`src/rtl/systolic_pkg.sv`:
```
// Shared types and helpers for the systolic array and its sequencer.
// The array top level reuses drain_cycles() to size its own pipeline.
package systolic_pkg;

    localparam int DEF_DATA_W = 16;

    typedef enum logic [2:0] {
        S_IDLE,
        S_CLEAR,
        S_FEED,
        S_DRAIN,
        S_DONE
    } state_t;

    // Last operand crosses 2(N-1) PE hops, plus one cycle for the MAC register.
    function automatic int drain_cycles(input int n);
        return 2 * n - 1;
    endfunction

endpackage

```
`src/rtl/skew_buffer.sv`:
```
// Diagonal skew for one array edge: lane i is delayed i cycles.
// Lanes without valid data are forced to zero.
module skew_buffer
    import systolic_pkg::*;
#(
    parameter int N      = 4,
    parameter int DATA_W = DEF_DATA_W
) (
    input  logic                clk,
    input  logic                rst_n,
    input  logic                valid,
    input  logic [N*DATA_W-1:0] din,
    output logic [N*DATA_W-1:0] dout
);

    assign dout[0 +: DATA_W] = valid ? din[0 +: DATA_W] : '0;

    for (genvar i = 1; i < N; i++) begin : g_lane
        logic [DATA_W-1:0] pipe [i];

        always_ff @(posedge clk or negedge rst_n) begin
            if (!rst_n) begin
                for (int s = 0; s < i; s++) pipe[s] <= '0;
            end else begin
                pipe[0] <= valid ? din[i*DATA_W +: DATA_W] : '0;
                for (int s = 1; s < i; s++) pipe[s] <= pipe[s-1];
            end
        end

        assign dout[i*DATA_W +: DATA_W] = pipe[i-1];
    end

endmodule

```
`src/rtl/systolic_array_ctrl.sv`:
```
// Output-stationary systolic array sequencer: clear, feed K operand
// slices with diagonal skew, drain the wavefront, then pulse done.
module systolic_array_ctrl
    import systolic_pkg::*;
#(
    parameter int N      = 4,
    parameter int DATA_W = DEF_DATA_W,
    parameter int K_W    = 8
) (
    input  logic                clk,
    input  logic                rst_n,
    input  logic                start,
    input  logic [K_W-1:0]      k_len,
    output logic                busy,
    output logic                done,
    output logic                op_rd_en,
    output logic [K_W-1:0]      op_rd_addr,
    input  logic [N*DATA_W-1:0] a_rd_data,
    input  logic [N*DATA_W-1:0] b_rd_data,
    output logic [N*DATA_W-1:0] a_edge,
    output logic [N*DATA_W-1:0] b_edge,
    output logic                array_en,
    output logic                acc_clr
);

    localparam int DRAIN_N = drain_cycles(N);
    localparam int DC_W    = $clog2(DRAIN_N + 1);

    state_t          state;
    logic [K_W-1:0]  k_last;
    logic [DC_W-1:0] drain_cnt;
    logic            rd_valid;

    // Outputs are registered from the next-state decision.
    always_ff @(posedge clk or negedge rst_n) begin
        if (!rst_n) begin
            state      <= S_IDLE;
            k_last     <= '0;
            drain_cnt  <= '0;
            busy       <= 1'b0;
            done       <= 1'b0;
            op_rd_en   <= 1'b0;
            op_rd_addr <= '0;
            array_en   <= 1'b0;
            acc_clr    <= 1'b0;
        end else begin
            done    <= 1'b0;
            acc_clr <= 1'b0;
            unique case (state)
                S_IDLE: begin
                    if (start && k_len != '0) begin
                        k_last  <= k_len - 1'b1;
                        state   <= S_CLEAR;
                        busy    <= 1'b1;
                        acc_clr <= 1'b1;
                    end else if (start) begin
                        state <= S_DONE;
                        busy  <= 1'b1;
                        done  <= 1'b1;
                    end
                end
                S_CLEAR: begin
                    state      <= S_FEED;
                    op_rd_en   <= 1'b1;
                    op_rd_addr <= '0;
                    array_en   <= 1'b1;
                end
                S_FEED: begin
                    if (op_rd_addr == k_last) begin
                        state     <= S_DRAIN;
                        op_rd_en  <= 1'b0;
                        drain_cnt <= '0;
                    end else begin
                        op_rd_addr <= op_rd_addr + 1'b1;
                    end
                end
                S_DRAIN: begin
                    if (drain_cnt == DC_W'(DRAIN_N - 1)) begin
                        state    <= S_DONE;
                        array_en <= 1'b0;
                        done     <= 1'b1;
                    end else begin
                        drain_cnt <= drain_cnt + 1'b1;
                    end
                end
                S_DONE: begin
                    state <= S_IDLE;
                    busy  <= 1'b0;
                end
                default: state <= S_IDLE;
            endcase
        end
    end

    // Buffers answer one cycle after the read strobe.
    always_ff @(posedge clk or negedge rst_n) begin
        if (!rst_n) rd_valid <= 1'b0;
        else        rd_valid <= op_rd_en;
    end

    skew_buffer #(.N(N), .DATA_W(DATA_W)) u_skew_a (
        .clk   (clk),
        .rst_n (rst_n),
        .valid (rd_valid),
        .din   (a_rd_data),
        .dout  (a_edge)
    );

    skew_buffer #(.N(N), .DATA_W(DATA_W)) u_skew_b (
        .clk   (clk),
        .rst_n (rst_n),
        .valid (rd_valid),
        .din   (b_rd_data),
        .dout  (b_edge)
    );

endmodule

```
`config.mk`:
```
export PLATFORM = sky130hd
export DESIGN_NAME = systolic_array_ctrl
export DESIGN_NICKNAME = d
export VERILOG_FILES = /design/src/rtl/systolic_pkg.sv /design/src/rtl/skew_buffer.sv /design/src/rtl/systolic_array_ctrl.sv
export SDC_FILE = /design/constraint.sdc
export NUM_CORES = 1
export LEC_CHECK = 0
export CAP_MARGIN = 20
export CORE_ASPECT_RATIO = 1.1
export CORE_MARGIN = 2
export CORE_UTILIZATION = 44
export DETAILED_ROUTE_END_ITERATION = 6
export PLACE_DENSITY = 0.79
export RECOVER_POWER = 25
export SYNTH_ARGS = -nofsm -noshare
export SYNTH_HDL_FRONTEND = slang
export SYNTH_SLANG_ARGS = --single-unit
```
`constraint.sdc`:
```
create_clock -name clk -period 1.92 [get_ports clk]
set_input_delay 0.384 -clock clk [delete_from_list [all_inputs] [get_ports clk]]
set_output_delay 0.384 -clock clk [all_outputs]
set_load 0.05 [all_outputs]
```
Word level (Yosys, flattened, before mapping) --
Index checks and enable logic that the tools add are counted.
Storage, ports and cells: bits in registers 220, output and inout port bits 141, logic and storage cells 81
Operators by class: add/subtract/negate cells 3, eq/ne operators 11, mux-type cells 31, reductions and logical operators 14
Operator list (number):
- two-way mux 16 bit | 8
- two-way mux 3 bit | 6
- one-hot mux 8 bit (2 select lines) | 1
- one-hot mux 3 bit (4 select lines) | 1
- AND reduction 2 bit | 5
- two-way mux 1 bit | 9
- adder 8 x 1 -> 8 bit, second input constant | 1
- == test 8 bit | 1
- two-way mux 8 bit | 1
- inequality test 2 bit, second input constant | 4
- one-hot mux 1 bit (2 select lines) | 4
- nonzero test 2 bit | 4
- nonzero test 8 bit | 1
- subtractor 8 x 1 -> 8 bit, second input constant | 1
- == test 3 x 2 -> 1 bit, second input constant | 2
- == test 3 bit, second input constant | 2
- one-hot mux 3 bit (2 select lines) | 1
- AND reduction 3 bit | 2
- adder 3 x 1 -> 3 bit, second input constant | 1
- == test 3 x 1 -> 1 bit, second input constant | 1
- logical NOT 3 bit | 1
- inequality test 3 bit, second input constant | 1
- logical AND 1 bit | 1

Logic depth before layout (Yosys ltp) --
Gate-level depths: netlist of the first run.
depth after elaboration 4, depth in mapped cells 8, depth with buffers taken out 6

Modules after synthesis --
Synthesis of the first run repeated with hierarchy kept, for this count alone.
Unflattened totals: cells, all modules 541, area, all modules 7787.5 sq um
By module, submodules not included:
- skew_buffer | instances 2, cells each 198, area each 3153.0 sq um, seq. area each 2402.3 sq um
- systolic_array_ctrl | instances 1, cells each 145, area each 1481.4 sq um, seq. area each 700.7 sq um

Worst setup path after synthesis of the first run --
No wires, ideal clock.
kind reg-to-reg, start point register op_rd_addr[3], end point register op_rd_addr[4], library setup time 0.080 ns, data arrival time 1.773 ns, slack 0.067 ns, stages on the path, launching flop included 8, clock period less this slack 1.853 ns, cell sequence dfrtp_1 buf_6 xnor2_2 nand4_1 or2_4 buf_6 a311o_1 o211ai_2
Between the ends: longest elaborated chain between the ends 3, elaborated cells on any way between the ends 6, classes of those cells add/sub (1); eq/ne (2); mux (2); reduce/logical (1)
RTL lines:
- start: declaration | line systolic_array_ctrl.sv:17 | output logic [K_W-1:0] op_rd_addr,
- start signal: assignment | line systolic_array_ctrl.sv:74 | op_rd_addr <= op_rd_addr + 1'b1;
- adder 8 x 1 -> 8 bit / == test 8 bit (equally long branches) | line systolic_array_ctrl.sv:74, systolic_array_ctrl.sv:69
- two-way mux 8 bit / inequality test 2 bit (equally long branches)
- one-hot mux 8 bit (2 select lines) / AND reduction 2 bit (equally long branches)
Parallel ways exist; a longest one is shown, timed or not. The select of a mux whose other input is x is not followed. A chain may end at the register's enable or synchronous reset.

Worst setup path after layout of the first run --
start point register rd_valid, end point output port b_edge[3]
Between the ends: longest elaborated chain between the ends 1
RTL lines:
- start: declaration | line systolic_array_ctrl.sv:32 | logic rd_valid;
- start signal: assignment | line systolic_array_ctrl.sv:98 | else rd_valid <= op_rd_en;
- two-way mux 16 bit | line skew_buffer.sv:16 | assign dout[0 +: DATA_W] = valid ? din[0 +: DATA_W] : '0;
- end: declaration | line systolic_array_ctrl.sv:21 | output logic [N*DATA_W-1:0] b_edge,
Every way passes these cells.

==> results of run 1 <==
## power by group through the flow
stage          combinational, mW  sequential (mW)  clock, mW
6_report                    3.99             5.64       4.26
3_3_place_gp                3.91             5.73          0
2_1_floorplan               2.06             6.14          0
3_5_place_dp                4.01             5.77          0
5_1_grt                     4.25             5.70       4.58
4_1_cts                     4.00             5.65       4.37
## layout by cell type, fill, tap and decap left out, drive strengths merged, types with 2 or more instances in the layout
master | netlist | layout
nor2 | 16 | 16
dlygate4sd2 | 0 | 80
o21ai | 6 | 6
clkinvlp | 0 | 2
o22ai | 2 | 2
nand3 | 5 | 5
a32o | 2 | 2
and3 | 4 | 4
nor2b | 3 | 3
clkbuf | 18 | 30
clkinv | 0 | 5
or2 | 3 | 3
inv | 10 | 13
dfrtp | 220 | 220
a21oi | 12 | 12
o32ai | 2 | 2
nor3 | 3 | 3
xnor2 | 11 | 11
nand2 | 11 | 11
buf | 69 | 97
xor2 | 2 | 2
clkdlybuf4s50 | 0 | 137
nand4 | 3 | 3
ha | 5 | 5
nand2b | 4 | 4
o31a | 2 | 2
nor4 | 3 | 3
a311o | 2 | 2
o211ai | 4 | 4
and2 | 129 | 129
o31ai | 2 | 2
## area by class of cell
class	instances	share of cell area, %
multi-input cells	247	14.0
clock buffers	29	5.57
clock inverters	11	0.906
inverters	10	0.327
repair buffers	316	28.5
well taps	234	2.55
flip-flops and latches	220	48.1
## layer usage
| layer | global-route usage (%) | part of all wire [%] |
|---|---|---|
| met2 | 34.7 | 53 |
| met1 | 22.7 | 36 |
| met3 | 5.02 | 8.0 |
| met5 | 0 | 0 |
| met4 | 6.68 | 3.0 |
## state kept, by name, indices dropped and copies added, names as in the netlist, 3 cells and up
| signal | flops |
|---|---|
| k_last | 8 |
| state | 3 |
| drain_cnt | 3 |
| u_skew_a.dout | 32 |
| u_skew_b.g_lane.pipe | 64 |
| op_rd_addr | 8 |
| u_skew_b.dout | 32 |
| u_skew_a.g_lane.pipe | 64 |
## worst min path at each step
| stage | from | end | slack [ns] | cells after the start |
|---|---|---|---|---|
| floorplan | rst_n | acc_clr | 0.09 | 0 |
| global placement | u_skew_a.g_lane[3].pipe[46] | u_skew_a.g_lane[3].pipe[30] | 0.33 | 0 |
| detailed placement | u_skew_a.g_lane[2].pipe[26] | u_skew_a.dout[42] | 0.33 | 0 |
| CTS | u_skew_b.g_lane[2].pipe[30] | u_skew_b.dout[46] | 0.34 | 0 |
| global route | u_skew_b.g_lane[3].pipe[38] | u_skew_b.g_lane[3].pipe[22] | 0.35 | 0 |
| finish | u_skew_a.g_lane[3].pipe[44] | u_skew_a.g_lane[3].pipe[28] | 0.34 | 0 |
## cell families after synthesis
logic type | Yosys count | synth area share [%]
flops | 220 | 71.3
simple gates | 188 | 14.4
buf+inv | 97 | 8.15
compound gates | 39 | 3.47
xor+xnor | 13 | 1.57
fa+ha+maj | 5 | 0.810
mux | 2 | 0.275
## repair_timing
item,4_1_cts,5_1_grt
resized for setup,82,10
endpoints found under the setup margin,112,15
buffers inserted,5,0
hold endpoints to repair,60,0
hold buffers,1,0
==> results.txt, run 1 <==
The fraction of layout instances using a drive strength above 1 came out at 18.2%. The slack of the worst reg-to-reg path is 0.20 ns. The depth of the worst register-to-register path came out at 5. The number of global-route vias before repair was 5310.

The number of max-cap violations came out at 0. The residual antenna-violating net count after detailed routing is 0. The largest fanout of any net on the critical path is 20. The number of detailed-routing iterations run before antenna repair is 4. With fillers left out, the area of the finished cells amounts to 0.0115 mm². The switching portion of total power came out at 32.9%. The HPWL after detailed placement is 13.4 mm. dfrtp_1 takes more of the synthesized area than any other cell.

The violation count after the first detailed-route iteration is 176. The worst ir drop on vdd is 723 µV. The startpoint identified for the worst register-to-register timing path is op_rd_addr[4]. The commonest cells after synthesis are dfrtp_1 (220), and2_1 (129), buf_4 (64). The worst hold slack came out at 0.344 ns. The largest net degree at the start of global routing is 71.

The synthesis-to-finish area growth came out at 48.4%. The initial antenna violation count came out at 0. The endpoint identified for the worst register-to-register timing path is op_rd_en.

The placed cell area is 0.0107 mm². The I/O pin total is 280. By area the synthesized netlist is led by dfrtp_1 (71%), and2_1 (10%), buf_4 (6.2%). The final hold violation count came out at 0. TritonCTS built the clock tree. The startpoint kind of the worst setup timing path is a register.

Traced cell by cell, the critical path runs through buf_12 -> and2_1 -> buf_12. For this design, the slowest cell found on the critical path is dfrtp_4. The critical path ends at b_edge[3]. The wire length of the first global-routing pass is 27.8 mm. Including well taps, the total number of placed cells is 1021.

The final global-route overflow total came out at 0. The portion of total power attributed to combinational logic is 28.7%. The transition at the pin with the smallest max-transition slack is 1.00 ns. The clock insertion delay at the later pin of the skew report is 0.49 ns. The DRC violations left came out at 0. The CTS buffer count is 22.

The most used flip-flop cell after synthesis is dfrtp_1. The floorplan has 50 rows. In this run, the clock network consumes 30.6% of the power. By startpoint and endpoint, the worst setup path is classified as register to primary output.

The internal power contribution is 9.33 mW. The fmax is 0.532 GHz. The post-synthesis cell count came out at 564. The CTS clock-pin slew for the worst setup and hold paths came out at 0.06 ns. The fraction of power consumed by sequential logic is 40.6%. After the flow finishes, the layout carries non-filler instances totaling 1067.

The combined buffer and inverter count along the critical path is 2. At the placement stage, the worst setup path has a slack of -0.163 ns. The fill cell total of the finished layout came out at 1215. Setup violations remaining at the end of the flow were counted as 0. At the worst endpoint, the arrival time is 1.49 ns. The worst path setup slack after routing is 0.0411 ns. Among all cell types in the netlist, the one instantiated most often is dfrtp_1. The most critical setup path has its startpoint at rd_valid. The async set-reset flop share out of synthesis is 100%. The placeable core region came out at 0.0171 mm².

The vertical extent of the die came out at 143 µm. The die area came out at 0.0186 mm². The final core utilization is 67.1%. The power density over the cells is 1210 mW/mm². The power consumption came out at 13.9 mW. The run finished with clean final reports. The dominant delay contributor by cell family on the critical path is flip-flops. The number of flops mapped to enable cells by yosys came out at 0. The sequential area share after synthesis is 71.3%.

In the routed layout, each cell is associated on average with a via count of 4.64. The critical path runs through a total of 3 cells. For this block, the via count after detailed routing is 4948.

The final critical delay including setup and external delays came out at 1.88 ns. The data required time at the worst endpoint came out at 1.54 ns. The worst clock skew on the final layout came out at 0.00754 ns. The total area of sequential cells is 0.00551 mm². The accumulated negative setup slack is 0 ns. The count of synthesis-stage warnings from yosys came out at 0. In the final routed layout, each cell accounts on average for 17.0 µm.

The mean post-synth cell area is 13.7 µm². The clock passes through at most 3 buffers. The count of pins over their slew limit came to 0. The number of antenna diodes in the final layout is 0. The tree is rooted in a clkbuf_16. The relative slew slack is 33.1%. The number of synthesized register bits is 220. The footprint of the multi-input gates came out at 0.00161 mm². The layout net count came out at 961. The starting density of the core is 45.2%.

The share of the cycle needed by the critical path after routing is 97.9%. STA classifies the critical path endpoint as a primary output. The count of input and output buffers is 279. The post-synth design cell area came out at 0.00772 mm². By instance count, the cell type seen most on the critical path is buf_12.

Summed over all cells, the static leakage comes to 5.93 nW. The number of distinct library cells after synthesis is 46. The classification of the worst-slack hold path is register to register. The H-tree level count came out at 1.

On the worst path, the slowest cell contributes a delay of 0.52 ns. The clock net in this run drives a total of 220 sinks. The sum of routed wire length over all layers came out at 18.2 mm.

Of the post-synthesis cell area, the dominant cell type holds 71.3%. The congestion estimate from routability-driven global placement came to 0.881. The switching power came out at 4.57 mW.

Setup repair after global routing could not meet its margin everywhere. Across every metal layer, demand over resource in global routing totals 19.5%. The net count after synthesis is 708. The floorplan die width came out at 130 µm.
(Power assumes the default switching activity.)
==> inputs of run 2 (changes only) <==
HOLD_SLACK_MARGIN = 0.06   (was unset)
==> results of run 2 <==
The final DEF is identical to that of run 1; final timing and power are the same.
